### src/rtl/pingpong_pkg.sv
// Shared types and default geometry for the two-bank BRAM line-buffer sequencer.
package pingpong_pkg;

    typedef enum logic [2:0] {
        IDLE,
        FILL,
        STREAM,
        DRAIN,
        DONE
    } state_t;

    localparam int unsigned DEF_LINE_BYTES = 2048;
    localparam int unsigned DEF_WR_AW      = 11;
    localparam int unsigned DEF_RD_AW      = 9;
    localparam int unsigned DEF_LINES_W    = 16;
    localparam int unsigned BRAM_RD_LAT    = 1;

endpackage

### src/rtl/pingpong_bram_ctrl_rd_lane_seq.sv
// Read-side fetch / byte-lane sequencer: walks the 32-bit words of the read bank
// and steps the lane select one accepted byte at a time.
module rd_lane_seq
    import pingpong_pkg::*;
#(
    parameter int unsigned WORDS = DEF_LINE_BYTES / 4,
    parameter int unsigned RD_AW = DEF_RD_AW
) (
    input  logic             clk,
    input  logic             rst_n,
    input  logic             go,
    input  logic             load,
    input  logic             out_ready,
    output logic             fetch_c,
    output logic [RD_AW-1:0] addrb,
    output logic [1:0]       sel,
    output logic             out_valid,
    output logic             drained,
    output logic             drain_c
);

    logic [RD_AW-1:0] rword;
    logic             cur_last;
    logic             fetch_pend;
    logic             lane3;

    // Lane 3 acceptance either chains the next fetch (no bubble) or drains the bank.
    assign lane3   = out_valid && out_ready && (sel == 2'd3);
    assign fetch_c = go && (fetch_pend || (lane3 && !cur_last));
    assign drain_c = go && lane3 && cur_last;
    assign addrb   = rword;

    always_ff @(posedge clk or negedge rst_n) begin
        if (!rst_n) begin
            rword      <= '0;
            cur_last   <= 1'b0;
            fetch_pend <= 1'b0;
            sel        <= 2'd0;
            out_valid  <= 1'b0;
            drained    <= 1'b1;
        end else if (!go) begin
            rword      <= '0;
            cur_last   <= 1'b0;
            fetch_pend <= 1'b0;
            sel        <= 2'd0;
            out_valid  <= 1'b0;
            drained    <= 1'b1;
        end else begin
            if (fetch_c) begin
                rword      <= (rword == RD_AW'(WORDS - 1)) ? '0 : rword + RD_AW'(1);
                cur_last   <= (rword == RD_AW'(WORDS - 1));
                fetch_pend <= 1'b0;
                sel        <= 2'd0;
                out_valid  <= 1'b1;
            end else if (out_valid && out_ready) begin
                sel <= sel + 2'd1;
                if (drain_c) begin
                    out_valid <= 1'b0;
                end
            end
            if (drain_c) begin
                drained <= 1'b1;
            end
            // A freshly handed-over bank wins over a same-cycle drain of the old one.
            if (load) begin
                drained    <= 1'b0;
                fetch_pend <= 1'b1;
            end
        end
    end

endmodule

### src/rtl/pingpong_bram_ctrl.sv
// Ping-pong line-buffer sequencer: fills one BRAM bank byte-wise while the other
// bank is drained word-wise through a byte-lane mux; banks swap once both sides finish.
module pingpong_bram_ctrl
    import pingpong_pkg::*;
#(
    parameter int unsigned LINE_BYTES = DEF_LINE_BYTES,
    parameter int unsigned WR_AW      = DEF_WR_AW,
    parameter int unsigned RD_AW      = DEF_RD_AW,
    parameter int unsigned LINES_W    = DEF_LINES_W
) (
    input  logic               CLK,
    input  logic               RESET,
    input  logic               start,
    input  logic [LINES_W-1:0] num_lines,
    input  logic               src_valid,
    output logic               src_ready,
    output logic               ena,
    output logic [1:0]         wea,
    output logic [WR_AW-1:0]   addra,
    output logic               enb,
    output logic [RD_AW-1:0]   addrb,
    output logic               rd_bank,
    output logic [1:0]         sel,
    output logic               out_valid,
    input  logic               out_ready,
    output logic               busy,
    output logic               complete
);

    state_t             state;
    state_t             state_nxt;
    logic [WR_AW-1:0]   wcnt;
    logic [LINES_W-1:0] nlines;
    logic [LINES_W-1:0] lines_written;
    logic [LINES_W-1:0] lines_read;
    logic [LINES_W-1:0] lw_next;
    logic [LINES_W-1:0] lr_next;
    logic               wbank;
    logic               wfull;
    logic               wlast;
    logic               swap_c;
    logic               rd_drained;
    logic               rd_drain_c;

    assign busy     = (state == FILL) || (state == STREAM) || (state == DRAIN);
    assign complete = (state == DONE);
    assign addra    = wcnt;

    rd_lane_seq #(
        .WORDS (LINE_BYTES / 4),
        .RD_AW (RD_AW)
    ) u_rd_lane_seq (
        .clk       (CLK),
        .rst_n     (RESET),
        .go        (busy),
        .load      (swap_c),
        .out_ready (out_ready),
        .fetch_c   (enb),
        .addrb     (addrb),
        .sel       (sel),
        .out_valid (out_valid),
        .drained   (rd_drained),
        .drain_c   (rd_drain_c)
    );

    always_ff @(posedge CLK or negedge RESET) begin
        if (!RESET) begin
            state <= IDLE;
        end else begin
            state <= state_nxt;
        end
    end

    // Next state, write strobes and the bank-swap decision.
    always_comb begin
        state_nxt = state;
        swap_c    = 1'b0;
        src_ready = ((state == FILL) || (state == STREAM)) && !wfull
                    && (lines_written < nlines);
        ena       = src_valid && src_ready;
        wea       = {ena && wbank, ena && !wbank};
        wlast     = ena && (wcnt == WR_AW'(LINE_BYTES - 1));
        lw_next   = lines_written + LINES_W'(wlast);
        lr_next   = lines_read + LINES_W'(rd_drain_c);
        case (state)
            IDLE: begin
                if (start) begin
                    state_nxt = (num_lines == '0) ? DONE : FILL;
                end
            end
            FILL: begin
                if (wlast) begin
                    swap_c    = 1'b1;
                    state_nxt = (lw_next == nlines) ? DRAIN : STREAM;
                end
            end
            STREAM: begin
                if ((wfull || wlast) && (rd_drained || rd_drain_c)) begin
                    swap_c    = 1'b1;
                    state_nxt = (lw_next == nlines) ? DRAIN : STREAM;
                end
            end
            DRAIN: begin
                if (rd_drain_c && (lr_next == nlines)) begin
                    state_nxt = DONE;
                end
            end
            DONE:    state_nxt = IDLE;
            default: state_nxt = IDLE;
        endcase
    end

    always_ff @(posedge CLK or negedge RESET) begin
        if (!RESET) begin
            nlines        <= '0;
            wcnt          <= '0;
            lines_written <= '0;
            lines_read    <= '0;
            wbank         <= 1'b0;
            wfull         <= 1'b0;
            rd_bank       <= 1'b0;
        end else if (state == IDLE) begin
            if (start) begin
                nlines        <= num_lines;
                wcnt          <= '0;
                lines_written <= '0;
                lines_read    <= '0;
                wbank         <= 1'b0;
                wfull         <= 1'b0;
                rd_bank       <= 1'b0;
            end
        end else begin
            if (ena) begin
                wcnt <= wlast ? '0 : wcnt + WR_AW'(1);
            end
            lines_written <= lw_next;
            lines_read    <= lr_next;
            if (swap_c) begin
                wbank   <= !wbank;
                rd_bank <= wbank;
                wfull   <= 1'b0;
            end else if (wlast) begin
                wfull <= 1'b1;
            end
        end
    end

endmodule
### config.mk
export PLATFORM = sky130hd
export DESIGN_NAME = pingpong_bram_ctrl
export DESIGN_NICKNAME = d
export VERILOG_FILES = /design/src/rtl/pingpong_pkg.sv /design/src/rtl/pingpong_bram_ctrl_rd_lane_seq.sv /design/src/rtl/pingpong_bram_ctrl.sv
export SDC_FILE = /design/constraint.sdc
export NUM_CORES = 1
export LEC_CHECK = 0
export BUFFER_PORTS_ARGS = -buffer_cell sky130_fd_sc_hd__buf_4
export CAP_MARGIN = 20
export CORE_MARGIN = 3
export CORE_UTILIZATION = 60
export DETAILED_ROUTE_END_ITERATION = 12
export PLACE_DENSITY_LB_ADDON = 0.15
export SLEW_MARGIN = 25
export SYNTH_ARGS = -nofsm -noshare
export SYNTH_HDL_FRONTEND = slang
export SYNTH_HIERARCHICAL = 1
export SYNTH_SLANG_ARGS = --single-unit
### constraint.sdc
create_clock -name CLK -period 3.7 [get_ports CLK]
set_input_delay 1.11 -clock CLK [delete_from_list [all_inputs] [get_ports CLK]]
set_output_delay 1.11 -clock CLK [all_outputs]
set_load 0.1 [all_outputs]
==> flow_metrics.env <==
export IMPL_outcome="completed"
export IMPL_maxSlewHeadroom_pct=61.8
export IMPL_synth_area_per_cell_um2=8.68
export IMPL_synth_seq_area_share_pct=36.4
export IMPL_gr_total_overflow=0
export IMPL_worstHoldEndpoint="lines_read[15]$_DFFE_PN0N_"
export IMPL_wl_per_cell_um=18.2
export IMPL_drv_slew=0
export IMPL_final_seq_area_mm2=0.00201
export IMPL_syn_area_mm2=0.00551
export IMPL_synth_area_leaders="dfrtp_1 (36%), o21ai_0 (6.5%), xnor2_1 (5.4%), ha_1 (5.2%), nand2_1 (4.4%)"
export IMPL_dieArea_mm2=0.0104
export IMPL_diodes=0
export IMPL_start_util_pct=62.6
export IMPL_reg2reg_slack_ps=110
export IMPL_skew_ps=11.9
export IMPL_io_pins=52
export IMPL_finalSetupTns_ps=0
export IMPL_power_leakage_nw=2.97
export IMPL_ys_types=75
export IMPL_post_dp_hpwl_um=11300
export IMPL_grt_pass1_vias=5201
export IMPL_layout_nets=786
export IMPL_grt_max_degree=41
export IMPL_worst_path_max_fanout=3
export IMPL_async_reset_ff_share_pct=100
export IMPL_multi_input_area_mm2=0.00337
export IMPL_synth_edf_count=0
export IMPL_swShare_pct=43.8
export IMPL_hp_start="lines_read[15]$_DFFE_PN0N_"
export IMPL_irDropWorstVdd_uv=611
export IMPL_synth_nets=679
export IMPL_r2r_start="lines_written[15]$_DFFE_PN0N_"
export IMPL_r2r_cells=15
export IMPL_cp_start_kind="flop"
export IMPL_clock_path_buffers=2
export IMPL_required_ps=2590
export IMPL_crit_chain="inv_1 -> ha_1 -> a21oi_2 -> o21ai_1 -> a22oi_2 -> buf_4 -> nand4b_1 -> clkinvlp_4 -> and2_4 -> buf_12"
export IMPL_rows=34
export IMPL_cp_slowest_cell="dfrtp_1"
export IMPL_finalPower_mw=3.59
export IMPL_worst_path_buf_inv=4
export IMPL_period_share_pct=97.6
export IMPL_die_h_um=102
export IMPL_grt_antenna_before_repair=0
export IMPL_cap_violations=0
export IMPL_worstSetupPathType="flop to output pin"
export IMPL_setup_viol=0
export IMPL_cts_root_buf="clkbuf_8"
export IMPL_drc=0
export IMPL_wl_um=15600
export IMPL_synth_largest_area_cell="dfrtp_1"
export IMPL_firstDrtPassIters=5
export IMPL_powerDensity_mw_per_mm2=529
export IMPL_slowest_delay_ps=380
export IMPL_syn2layout_area_growth_pct=23.4
export IMPL_hold_path_class="flop to flop"
export IMPL_clk_latency_ps=360
export IMPL_rsz0062_at_grt="yes"
export IMPL_hold_path_depth=1
export IMPL_die_w_um=102
export IMPL_hold_viol=0
export IMPL_finish_utilization_pct=77.2
export IMPL_p_clk_share_pct=18.3
export IMPL_min_period_ps=3610
export IMPL_worstReg2RegEnd="state[0]$_DFFE_PN0P_"
export IMPL_critical_path_endpoint_type="output pin"
export IMPL_fmax_mhz=277
export IMPL_grt_pass1_wl_um=25700
export IMPL_worstMarginPinSlew_ps=571
export IMPL_synth_ff_type="dfrtp_1"
export IMPL_comb_power_share_pct=50.2
export IMPL_cts_tree="built"
export IMPL_coreArea_mm2=0.00881
export IMPL_h_tree_depth=3
export IMPL_grtUsageTotal_pct=31.2
export IMPL_cpLargestDelayFamily="buffers and inverters"
export IMPL_clk_pin_slew_ps=90
export IMPL_worstPathArrival_ps=2500
export IMPL_cts_sink_count=80
export IMPL_synth_seq_cells=80
export IMPL_synthCells=635
export IMPL_seq_power_share_pct=31.5
export IMPL_place_congestion=0.994
export IMPL_drive_above_1_share_pct=26.6
export IMPL_p_sw_mw=1.57
export IMPL_intPower_mw=2.02
export IMPL_first_iter_violations=290
export IMPL_postRouteAntennaNets=0
export IMPL_vias=5378
export IMPL_port_buffer_count=51
export IMPL_yosysTopAreaCellShare_pct=35.9
export IMPL_cts_buffers=9
export IMPL_num_fill_cells=605
export IMPL_vias_per_cell=6.29
export IMPL_yosysWarningCount=6
-- how the worst max path moves through the flow --
stage               depth (start not counted)              endpoint  slack [ps]                   start
global route                               10                wea[1]         -20  nlines[15]$_DFFE_PN0P_
finish                                     10                wea[1]          90   nlines[9]$_DFFE_PN0P_
CTS                                        10                wea[0]           6   nlines[9]$_DFFE_PN0P_
floorplan                                  15  state[2]$_DFFE_PN0P_          20    state[2]$_DFFE_PN0P_
global placement                           12  state[2]$_DFFE_PN0P_          80               out_ready
detailed placement                         12  state[2]$_DFFE_PN0P_        -130               out_ready
-- power by group through the flow --
| stage | Sequential, mW | Combinational (mW) | Clock, mW |
|---|---|---|---|
| after floorplan | 1.35 | 0.859 | 0 |
| after global routing | 1.15 | 1.93 | 0.694 |
| after global placement | 1.13 | 1.62 | 0 |
| after detailed placement | 1.14 | 1.65 | 0 |
| final | 1.13 | 1.80 | 0.657 |
| after CTS | 1.13 | 1.69 | 0.659 |
-- cell usage in the layout, fill, tap and decap left out, drive strengths merged, types with 7 or more instances in the layout --
| cell type | netlist | final |
|---|---|---|
| nand3 | 40 | 40 |
| xor2 | 11 | 11 |
| xnor2 | 34 | 34 |
| nor4 | 9 | 9 |
| nand4 | 18 | 18 |
| o31ai | 12 | 12 |
| clkbuf | 16 | 10 |
| o211ai | 7 | 7 |
| and3 | 11 | 11 |
| nor3 | 20 | 20 |
| buf | 15 | 127 |
| ha | 23 | 23 |
| dfrtp | 79 | 79 |
| nor2 | 38 | 38 |
| a31oi | 12 | 12 |
| nand2 | 65 | 65 |
| inv | 28 | 27 |
| a21oi | 32 | 32 |
| o21ai | 74 | 74 |
| and2 | 7 | 7 |
| o2111ai | 7 | 7 |
-- stage by stage --
step / cells / instance area [um^2] / setup slack [ps] / hold slack (ps)
after floorplan: 635 / 5540 / 19.2 / 473
after global placement: 833 / 6430 / 80.9 / 488
after detailed placement: 833 / 6430 / -130 / 496
after CTS: 850 / 6660 / 6.20 / 525
after global routing: 855 / 6800 / -17.6 / 562
final: 855 / 6800 / 89.9 / 519
-- timing repair --
action | 4_1_cts | 5_1_grt
gates resized for setup | 7 | 21
setup buffers | 1 | 5
endpoints found under the setup margin | 3 | 5
pin swaps | 1 | 10
hold buffers | 0 | 0
-- logic make-up after synthesis --
family | Yosys count | share of synthesized area [%]
flip-flops | 80 | 36.4
XOR/XNOR | 45 | 7.15
multiplexers | 5 | 0.977
AO/OA/AOI/OAI | 182 | 21.2
adder cells (fa/ha/maj) | 23 | 5.22
buffers and inverters | 60 | 4.86
AND/OR/NAND/NOR | 240 | 24.3
-- synth_stat cells, types with 4 or more instances --
cell       instances
dfrtp_1           79
o21ai_0           72
nand2_1           64
nor2_1            38
nand3_1           37
xnor2_1           34
a21oi_1           32
inv_1             27
ha_1              23
nor3_1            19
clkbuf_1          15
nand4_1           15
a31oi_1           12
o31ai_1           12
and3_1            11
xor2_1            11
buf_2              9
and2_1             7
nor4_1             7
o2111ai_1          7
o211ai_1           7
nor2b_1            5
nand3b_1           4
o41ai_1            4
-- state kept, by name, summed over array words and instances, names as in the netlist --
name                      flops
rd_bank                       1
nlines                       16
u_rd_lane_seq/fetch_pend      1
u_rd_lane_seq/addrb           9
addra                        11
u_rd_lane_seq/out_valid       1
wbank                         1
lines_written                16
u_rd_lane_seq/drained         1
u_rd_lane_seq/sel             2
state                         3
lines_read                   16
wfull                         1
u_rd_lane_seq/cur_last        1
-- layout make-up --
| cell class | instances | share of cell area (%) |
|---|---|---|
| timing repair buffer | 127 | 14.4 |
| inverter | 29 | 1.66 |
| tap | 108 | 1.99 |
| sequential | 80 | 29.5 |
| clock buffer | 10 | 1.88 |
| multi-input combinational | 495 | 49.6 |
| clock inverter | 6 | 0.883 |
-- routing by layer --
metal  vias up  wire, um  global-route usage (%)
li1       2556         -                       -
met1      2601      6700                    41.7
met2       196      7760                    53.0
met3        25       835                    4.44
met4         0       266                    9.38
met5         -         0                       0
Note: power is estimated with default switching activity, not from simulation.
